<file path="src/rtl/uart_rx_ascii.sv">
// 16x-oversampled 8N1 UART receiver feeding the ASCII display; strobes each good byte on newdata.
// Optional macro UART_RX_PARITY_EN switches the frame format to 8E1 and adds the parity_err output.
module uart_rx_ascii #(
    parameter int CLK_HZ     = 100_000_000,
    parameter int BAUD       = 9600,
    parameter int OVERSAMPLE = 16
) (
    input  logic       clk,
    input  logic       reset_n,
    input  logic       rx,
    output logic [7:0] data,
    output logic       newdata,
    output logic       baud,
    output logic       frame_err,
`ifdef UART_RX_PARITY_EN
    output logic       parity_err,
`endif
    output logic       busy
);

    localparam int DIV   = CLK_HZ / (BAUD * OVERSAMPLE);
    localparam int DIV_W = (DIV > 1) ? $clog2(DIV) : 1;
    localparam int TW    = $clog2(OVERSAMPLE);

    localparam logic [DIV_W-1:0] DIV_LAST = DIV_W'(DIV - 1);
    localparam logic [TW-1:0]    T_LAST   = TW'(OVERSAMPLE - 1);
    localparam logic [TW-1:0]    T_MID    = TW'(OVERSAMPLE / 2 - 1);

    typedef enum logic [2:0] {
        S_IDLE,
        S_START,
        S_DATA,
`ifdef UART_RX_PARITY_EN
        S_PARITY,
`endif
        S_STOP
    } state_t;

    logic [DIV_W-1:0] div_cnt_reg;
    logic [1:0]       sync_reg;
    logic             rx_s;
    logic             tick;

    state_t     state_reg, state_next;
    logic [TW-1:0] tcnt_reg, tcnt_next;
    logic [2:0] bcnt_reg, bcnt_next;
    logic [7:0] shift_reg, shift_next;
    logic [7:0] data_reg, data_next;
    logic       newdata_reg, newdata_next;
    logic       frame_err_reg, frame_err_next;
`ifdef UART_RX_PARITY_EN
    logic       par_reg, par_next;
    logic       parity_err_reg, parity_err_next;
`endif

    // Free-running divider: never re-phased, so start detection carries up to one tick of phase error.
    assign tick = (div_cnt_reg == DIV_LAST);
    assign rx_s = sync_reg[1];

    always_ff @(posedge clk) begin
        if (!reset_n) begin
            div_cnt_reg    <= '0;
            sync_reg       <= 2'b11;
            state_reg      <= S_IDLE;
            tcnt_reg       <= '0;
            bcnt_reg       <= '0;
            shift_reg      <= '0;
            data_reg       <= '0;
            newdata_reg    <= 1'b0;
            frame_err_reg  <= 1'b0;
`ifdef UART_RX_PARITY_EN
            par_reg        <= 1'b0;
            parity_err_reg <= 1'b0;
`endif
        end else begin
            div_cnt_reg    <= tick ? '0 : div_cnt_reg + 1'b1;
            sync_reg       <= {sync_reg[0], rx};
            state_reg      <= state_next;
            tcnt_reg       <= tcnt_next;
            bcnt_reg       <= bcnt_next;
            shift_reg      <= shift_next;
            data_reg       <= data_next;
            newdata_reg    <= newdata_next;
            frame_err_reg  <= frame_err_next;
`ifdef UART_RX_PARITY_EN
            par_reg        <= par_next;
            parity_err_reg <= parity_err_next;
`endif
        end
    end

    always_comb begin
        state_next      = state_reg;
        tcnt_next       = tcnt_reg;
        bcnt_next       = bcnt_reg;
        shift_next      = shift_reg;
        data_next       = data_reg;
        newdata_next    = 1'b0;
        frame_err_next  = 1'b0;
`ifdef UART_RX_PARITY_EN
        par_next        = par_reg;
        parity_err_next = 1'b0;
`endif
        if (tick) begin
            case (state_reg)
                S_IDLE: begin
                    if (!rx_s) begin
                        state_next = S_START;
                        tcnt_next  = '0;
                    end
                end
                S_START: begin
                    if (tcnt_reg == T_MID) begin
                        // A start bit that is high again at its midpoint was only a glitch.
                        if (!rx_s) begin
                            state_next = S_DATA;
                            tcnt_next  = '0;
                            bcnt_next  = '0;
                        end else begin
                            state_next = S_IDLE;
                        end
                    end else begin
                        tcnt_next = tcnt_reg + 1'b1;
                    end
                end
                S_DATA: begin
                    if (tcnt_reg == T_LAST) begin
                        shift_next = {rx_s, shift_reg[7:1]};
                        tcnt_next  = '0;
                        if (bcnt_reg == 3'd7) begin
`ifdef UART_RX_PARITY_EN
                            state_next = S_PARITY;
`else
                            state_next = S_STOP;
`endif
                        end else begin
                            bcnt_next = bcnt_reg + 1'b1;
                        end
                    end else begin
                        tcnt_next = tcnt_reg + 1'b1;
                    end
                end
`ifdef UART_RX_PARITY_EN
                S_PARITY: begin
                    if (tcnt_reg == T_LAST) begin
                        par_next   = rx_s;
                        tcnt_next  = '0;
                        state_next = S_STOP;
                    end else begin
                        tcnt_next = tcnt_reg + 1'b1;
                    end
                end
`endif
                S_STOP: begin
                    // Leaving at mid-stop lets a back-to-back start edge be caught on the next tick.
                    if (tcnt_reg == T_LAST) begin
                        state_next = S_IDLE;
                        if (rx_s) begin
`ifdef UART_RX_PARITY_EN
                            if (^{shift_reg, par_reg}) begin
                                parity_err_next = 1'b1;
                            end else begin
                                data_next    = shift_reg;
                                newdata_next = 1'b1;
                            end
`else
                            data_next    = shift_reg;
                            newdata_next = 1'b1;
`endif
                        end else begin
                            frame_err_next = 1'b1;
                        end
                    end else begin
                        tcnt_next = tcnt_reg + 1'b1;
                    end
                end
                default: state_next = S_IDLE;
            endcase
        end
    end

    assign data      = data_reg;
    assign newdata   = newdata_reg;
    assign frame_err = frame_err_reg;
    assign baud      = tick;
    assign busy      = (state_reg != S_IDLE);
`ifdef UART_RX_PARITY_EN
    assign parity_err = parity_err_reg;
`endif

endmodule

</file>
<file path="config.mk">
export PLATFORM = sky130hd
export DESIGN_NAME = uart_rx_ascii
export DESIGN_NICKNAME = d
export VERILOG_FILES = /design/src/rtl/uart_rx_ascii.sv
export SDC_FILE = /design/constraint.sdc
export NUM_CORES = 1
export LEC_CHECK = 0
export ABC_AREA = 0
export BUFFER_PORTS_ARGS = -buffer_cell sky130_fd_sc_hd__buf_2
export CORE_AREA = 3 3 71 80
export CTS_CLUSTER_DIAMETER = 200
export DETAILED_ROUTE_END_ITERATION = 10
export DIE_AREA = 0 0 74 83
export PLACE_DENSITY = 0.52
export SYNTH_ARGS = -nofsm -noshare
export SYNTH_HDL_FRONTEND = slang
export SYNTH_SLANG_ARGS = --single-unit
</file>
<file path="constraint.sdc">
create_clock -name clk -period 1.8 [get_ports clk]
set_input_delay 0.09 -clock clk [delete_from_list [all_inputs] [get_ports clk]]
set_output_delay 0.09 -clock clk [all_outputs]
set_load 0.1 [all_outputs]
</file>
After elaboration in Yosys (flattened, before gate mapping)

Index checks and enable logic that the tools add are counted.

Register bits: 40
Bits of input ports: 3
Output and inout bits: 12
Logic and storage cells: 58

$add $sub $neg: 3
Equality and inequality tests: 15
Mux-type cells: 19
Bitwise gates (word level): 1
Reduce and logical (&&, ||, !) cells: 11

Operators with widths:

| operator                                       | number |
|---|---|
| two-way mux 3 bit                              | 9 |
| two-way mux 4 bit                              | 4 |
| != test 2 bit (second input constant)          | 8 |
| one-hot mux 4 bit (4 select lines)             | 1 |
| one-hot mux 3 bit (4 select lines)             | 1 |
| AND reduction 6 bit                            | 2 |
| adder 10 x 1 -> 10 bit (second input constant) | 1 |
| == test 10 bit (second input constant)         | 1 |
| AND reduction 4 bit                            | 2 |
| == test 3 x 2 -> 1 bit (second input constant) | 2 |
| one-hot mux 3 bit (2 select lines)             | 1 |
| AND reduction 3 bit                            | 2 |
| adder 4 x 1 -> 4 bit (second input constant)   | 1 |
| == test 4 x 3 -> 1 bit (second input constant) | 1 |
| == test 4 bit (second input constant)          | 1 |
| nonzero test 4 bit                             | 1 |
| adder 3 x 1 -> 3 bit (second input constant)   | 1 |
| == test 3 x 1 -> 1 bit (second input constant) | 1 |
| == test 3 bit (second input constant)          | 1 |
| logical NOT 3 bit                              | 1 |
| nonzero test 3 bit                             | 1 |
| two-way mux 1 bit                              | 2 |
| two-way mux 2 bit                              | 1 |
| nonzero test 2 bit                             | 1 |
| other kinds (2)                                | 2 |

Depth between registers and ports, before layout

Depth after elaboration: 4
Depth in mapped cells: 7
Depth with buffers taken out: 6

Least setup slack after synthesis

No wires, ideal clock.

Kind: reg-to-reg
Start: register state_reg[0]
End: register tcnt_reg[2]
Library setup time: 0.130 ns
Arrival: 1.491 ns
Data required time: 1.670 ns
Setup slack: 0.178 ns
Cell stages (with the launch flop): 6
Buffers on the path: 1
Clock period less this slack: 1.622 ns
Path through: dfxtp_1 -> buf_2 -> inv_1 -> nand2_1 -> nand4b_1 -> a21boi_0

Longest elaborated chain between the ends: 3
Elaborated cells between the ends (all ways): 8
Those cells by class: eq/ne: 4; mux: 1; reduce/logical: 3

Ends and longest elaborated chain:

| element                                                                     | line | text |
|---|---|---|
| start: declaration                                                          | 44   | `state_t state_reg, state_next;` |
| start signal: assignment                                                    | 78   | `state_reg <= state_next;` |
| == test 3 x 2 -> 1 bit (tied with other cells)                              | 105  | `case (state_reg)` |
| nonzero test 4 bit (no source line) / != test 2 bit (equally long branches) | --   |  |
| AND reduction 3 bit (no source line)                                        | --   |  |
| end signal: assignment                                                      | 79   | `tcnt_reg <= tcnt_next;` |
| end: declaration                                                            | 45   | `logic [TW-1:0] tcnt_reg, tcnt_next;` |

Several ways; a longest one is shown, not always the timed one.
A chain may end at the register's enable or synchronous reset.

Worst setup path in the final report

Start: register div_cnt_reg[8]
End: output baud

Longest elaborated chain between the ends: 1

Ends and longest elaborated chain:

| element                  | line | text |
|---|---|---|
| start: declaration       | 39   | `logic [DIV_W-1:0] div_cnt_reg;` |
| start signal: assignment | 76   | `div_cnt_reg <= tick ? '0 : div_cnt_reg + 1'b1;` |
| == test 10 bit           | 57   | `assign tick = (div_cnt_reg == DIV_LAST);` |
| end: declaration         | 13   | `output logic baud,` |

No other way between the ends.

==> results.yml <==
status:
  outcome: "complete, no violations"
pwr:
  power.leakage_uw: 0.000827
  power.ir.vdd_worst_mv: 0.330
  post-layout-total-power_uw: 1580
  pwr_per_cell_area_nw_per_um2: 761
clock_network:
  h-tree-depth: 2
  clock_sinks: 39
  worstSkewPairLatency_ps: 290
  cts_inserted_buffers: 5
  worst_setup_hold_path_clk_slew_ps: 80
  tritoncts_clock_tree: "built"
  clock-root-buffer: "clkbuf_8"
  maximum_buffer_depth_of_the_clock_tree: 2
finish:
  finish.instance_area_um2: 2070
  area_growth_pct: 17.8
  fillerInstances: 520
  multi_input_area_um2: 921
  layout.cells.non_filler: 277
  final-seq-area_um2: 782
  layout_cell_share_with_drive_strength_beyond_1_pct: 17.4
  n_antenna_cell: 0
  final_net_count: 226
  max_reg_flops: 10
worst_hold_path:
  hold_path_class: "in -> reg"
timing:
  setup_viol: 0
  finalWorstSetupSlack_ps: 127
  report.final.slew_viol_count: 0
  fmaxAchievable_mhz: 598
  finalHoldViolCount: 0
  tightest_slew_ps: 486
  slew_headroom_pct: 67.8
  skew_ps: 8.20
  grt_setup_unrepaired: "no"
  period_needed_ps: 1670
  totalNegativeSetupSlack_ps: 0
  fraction_of_the_cycle_the_final_worst_path_needs_pct: 92.9
global_route:
  first_pass_grt_wire_length_um: 6130
  grt.overflow.total: 0
  track_usage_pct: 12.7
  grt_antenna_before_repair: 0
  grt_start_max_net_pins: 29
  first_global_vias: 1348
setup_path:
  arrival_ps: 1580
  path_max_fanout: 14
  cp.buffers_inverters: 3
  crit_path_start_kind: "flop"
  critical_path.cell_chain: "and4bb_1, nand4_4, inv_4, buf_6, buf_12"
  worstPathRequired_ps: 1710
  timing.setup.critical_path_class: "reg -> out"
  cp-end-kind: "output port"
  cp_delay_by_family_top: "buffers and inverters"
  critical-path-slowest-cell: "dfxtp_1"
  slowest_delay_ps: 330
routing:
  wl_um: 3620
  first_drt_pass_iteration_count: 4
  antenna_left: 0
  num_vias: 1447
  route.detailed.wl_per_inst_um: 13.1
  vias_per_cell: 5.22
  drtIter0Drc: 53
  drt_drc_violations_left: 0
synthesis:
  synth_flop_cell: "dfxtp_1"
  netlist_area_um2: 1760
  warnings_from_yosys: 0
  synthesis.instances: 196
  synth.lib_cells_used.distinct: 39
  ys_seq_area_share_pct: 44.3
  synth_area_leader_cell: "dfxtp_1"
  postSynthNetCount: 204
  synth_enable_flop_cells: 0
  yosysMostFrequentCell: "dfxtp_1"
  postSynthRegisterBits: 39
  syn_area_per_cell_um2: 8.99
  netlist_top_cells_count: "dfxtp_1, nand3_1, o21ai_0"
  synth_async_sr_flop_share_pct: 0
  synthTopCellsByArea: "dfxtp_1, nand3_1, a21boi_1, o21ai_0, ha_1"
  synth_top_area_share_pct: 44.3
placement:
  pre_cts_slack_ps: 286
  placed_area_um2: 1940
  buffer_ports.inserted: 14
  gp_congestion: 0.822
  place.detailed.instances: 268
  final_hpwl_dp_um: 2450
floorplan:
  initial_utilization_pct: 35.5
  core_area_um2: 4970
  die_area_um2: 6140
  chipHeight_um: 83
  floorplan.die.width_um: 74
  pin_count: 15
  rows: 27
run:
  max_cap_violations: 0
layout make-up:
type                            count  share of cell area (%)
Clock buffer                        7                    4.64
Timing Repair Buffer               25                    8.38
Multi-Input combinational cell    142                    44.4
Tap cell                           58                    3.50
Clock inverter                      1                   0.362
Inverter                            5                    1.03
Sequential cell                    39                    37.7
cells in the final DEF, fill, tap and decap left out, types with 2 or more instances in the layout:
cell      count
nand4_1       2
o22ai_1       2
nand2b_1      6
buf_4         9
a21boi_1     15
xnor2_1       3
a21oi_1       2
ha_1          5
mux2i_1       4
inv_1         4
and3_1        5
nor2_1       12
xor2_1        6
nand2_1      13
clkbuf_8      7
nand3_1      25
nor2b_1       2
buf_2        13
o21ai_0      17
a21boi_0      2
nand3b_1      2
nor3_1        4
dfxtp_1      38
stage by stage:
stage / hold slack (ps) / util, %
floorplan: 191 / -
global placement: 280 / 39.1
detailed placement: 278 / 39.1
CTS: 221 / 41.4
global route: 242 / 41.8
finish: 216 / 41.8
path summary, 6_finish.rpt:
kind / slack, ps / cells after the start / endpoint / startpoint
setup / recovery: 130 / 5 / baud / div_cnt_reg[8]
setup reg to reg: 300 / 6 / tcnt_reg[2] / tcnt_reg[0]
hold reg to reg: 410 / 1 / sync_reg[1] / sync_reg[0]
hold / removal: 220 / 2 / sync_reg[1] / reset_n
power breakdown:
part / switching [µW] / total, µW / internal, µW
registers: 7.06 / 877 / 870
clock network: 305 / 654 / 349
logic: 27.0 / 47.8 / 20.8
worst reg2reg max path, delay by kind of cell (launching register included):
family / cells / cell delay [ps]
AND/OR/NAND/NOR: 2 / 220
AO/OA/AOI/OAI: 2 / 470
flip-flops: 1 / 330
buffers and inverters: 1 / 150
adder cells (fa/ha/maj): 1 / 220
cell families (layout without fill, tap and decap cells):
group,count (synthesis),count (layout),synth area share (%)
AOI/OAI and AO/OA,45,45,17.5
buffers and inverters,15,38,4.19
muxes,4,4,2.27
and+or+nand+nor,79,79,23.7
DFF,39,39,44.3
xor gates and xnor gates,9,9,4.47
adders and majority gates,5,5,3.55
metal layers:
metal	global-route usage (%)	up-vias	wire (µm)
li1	-	741	-
met1	16.5	678	1780
met2	19.5	22	1640
met3	4.00	6	139
met4	4.45	0	60
met5	0	-	0
repair_timing:
item,in CTS,in global routing
buffers inserted,0,0
gates resized for setup,1,4
pin swaps,0,0
endpoints found under the hold margin,1,0
hold buffers,1,0
gates cloned,0,0
setup endpoints to repair,1,1
No activity file was read; power rests on OpenSTA's default activity.
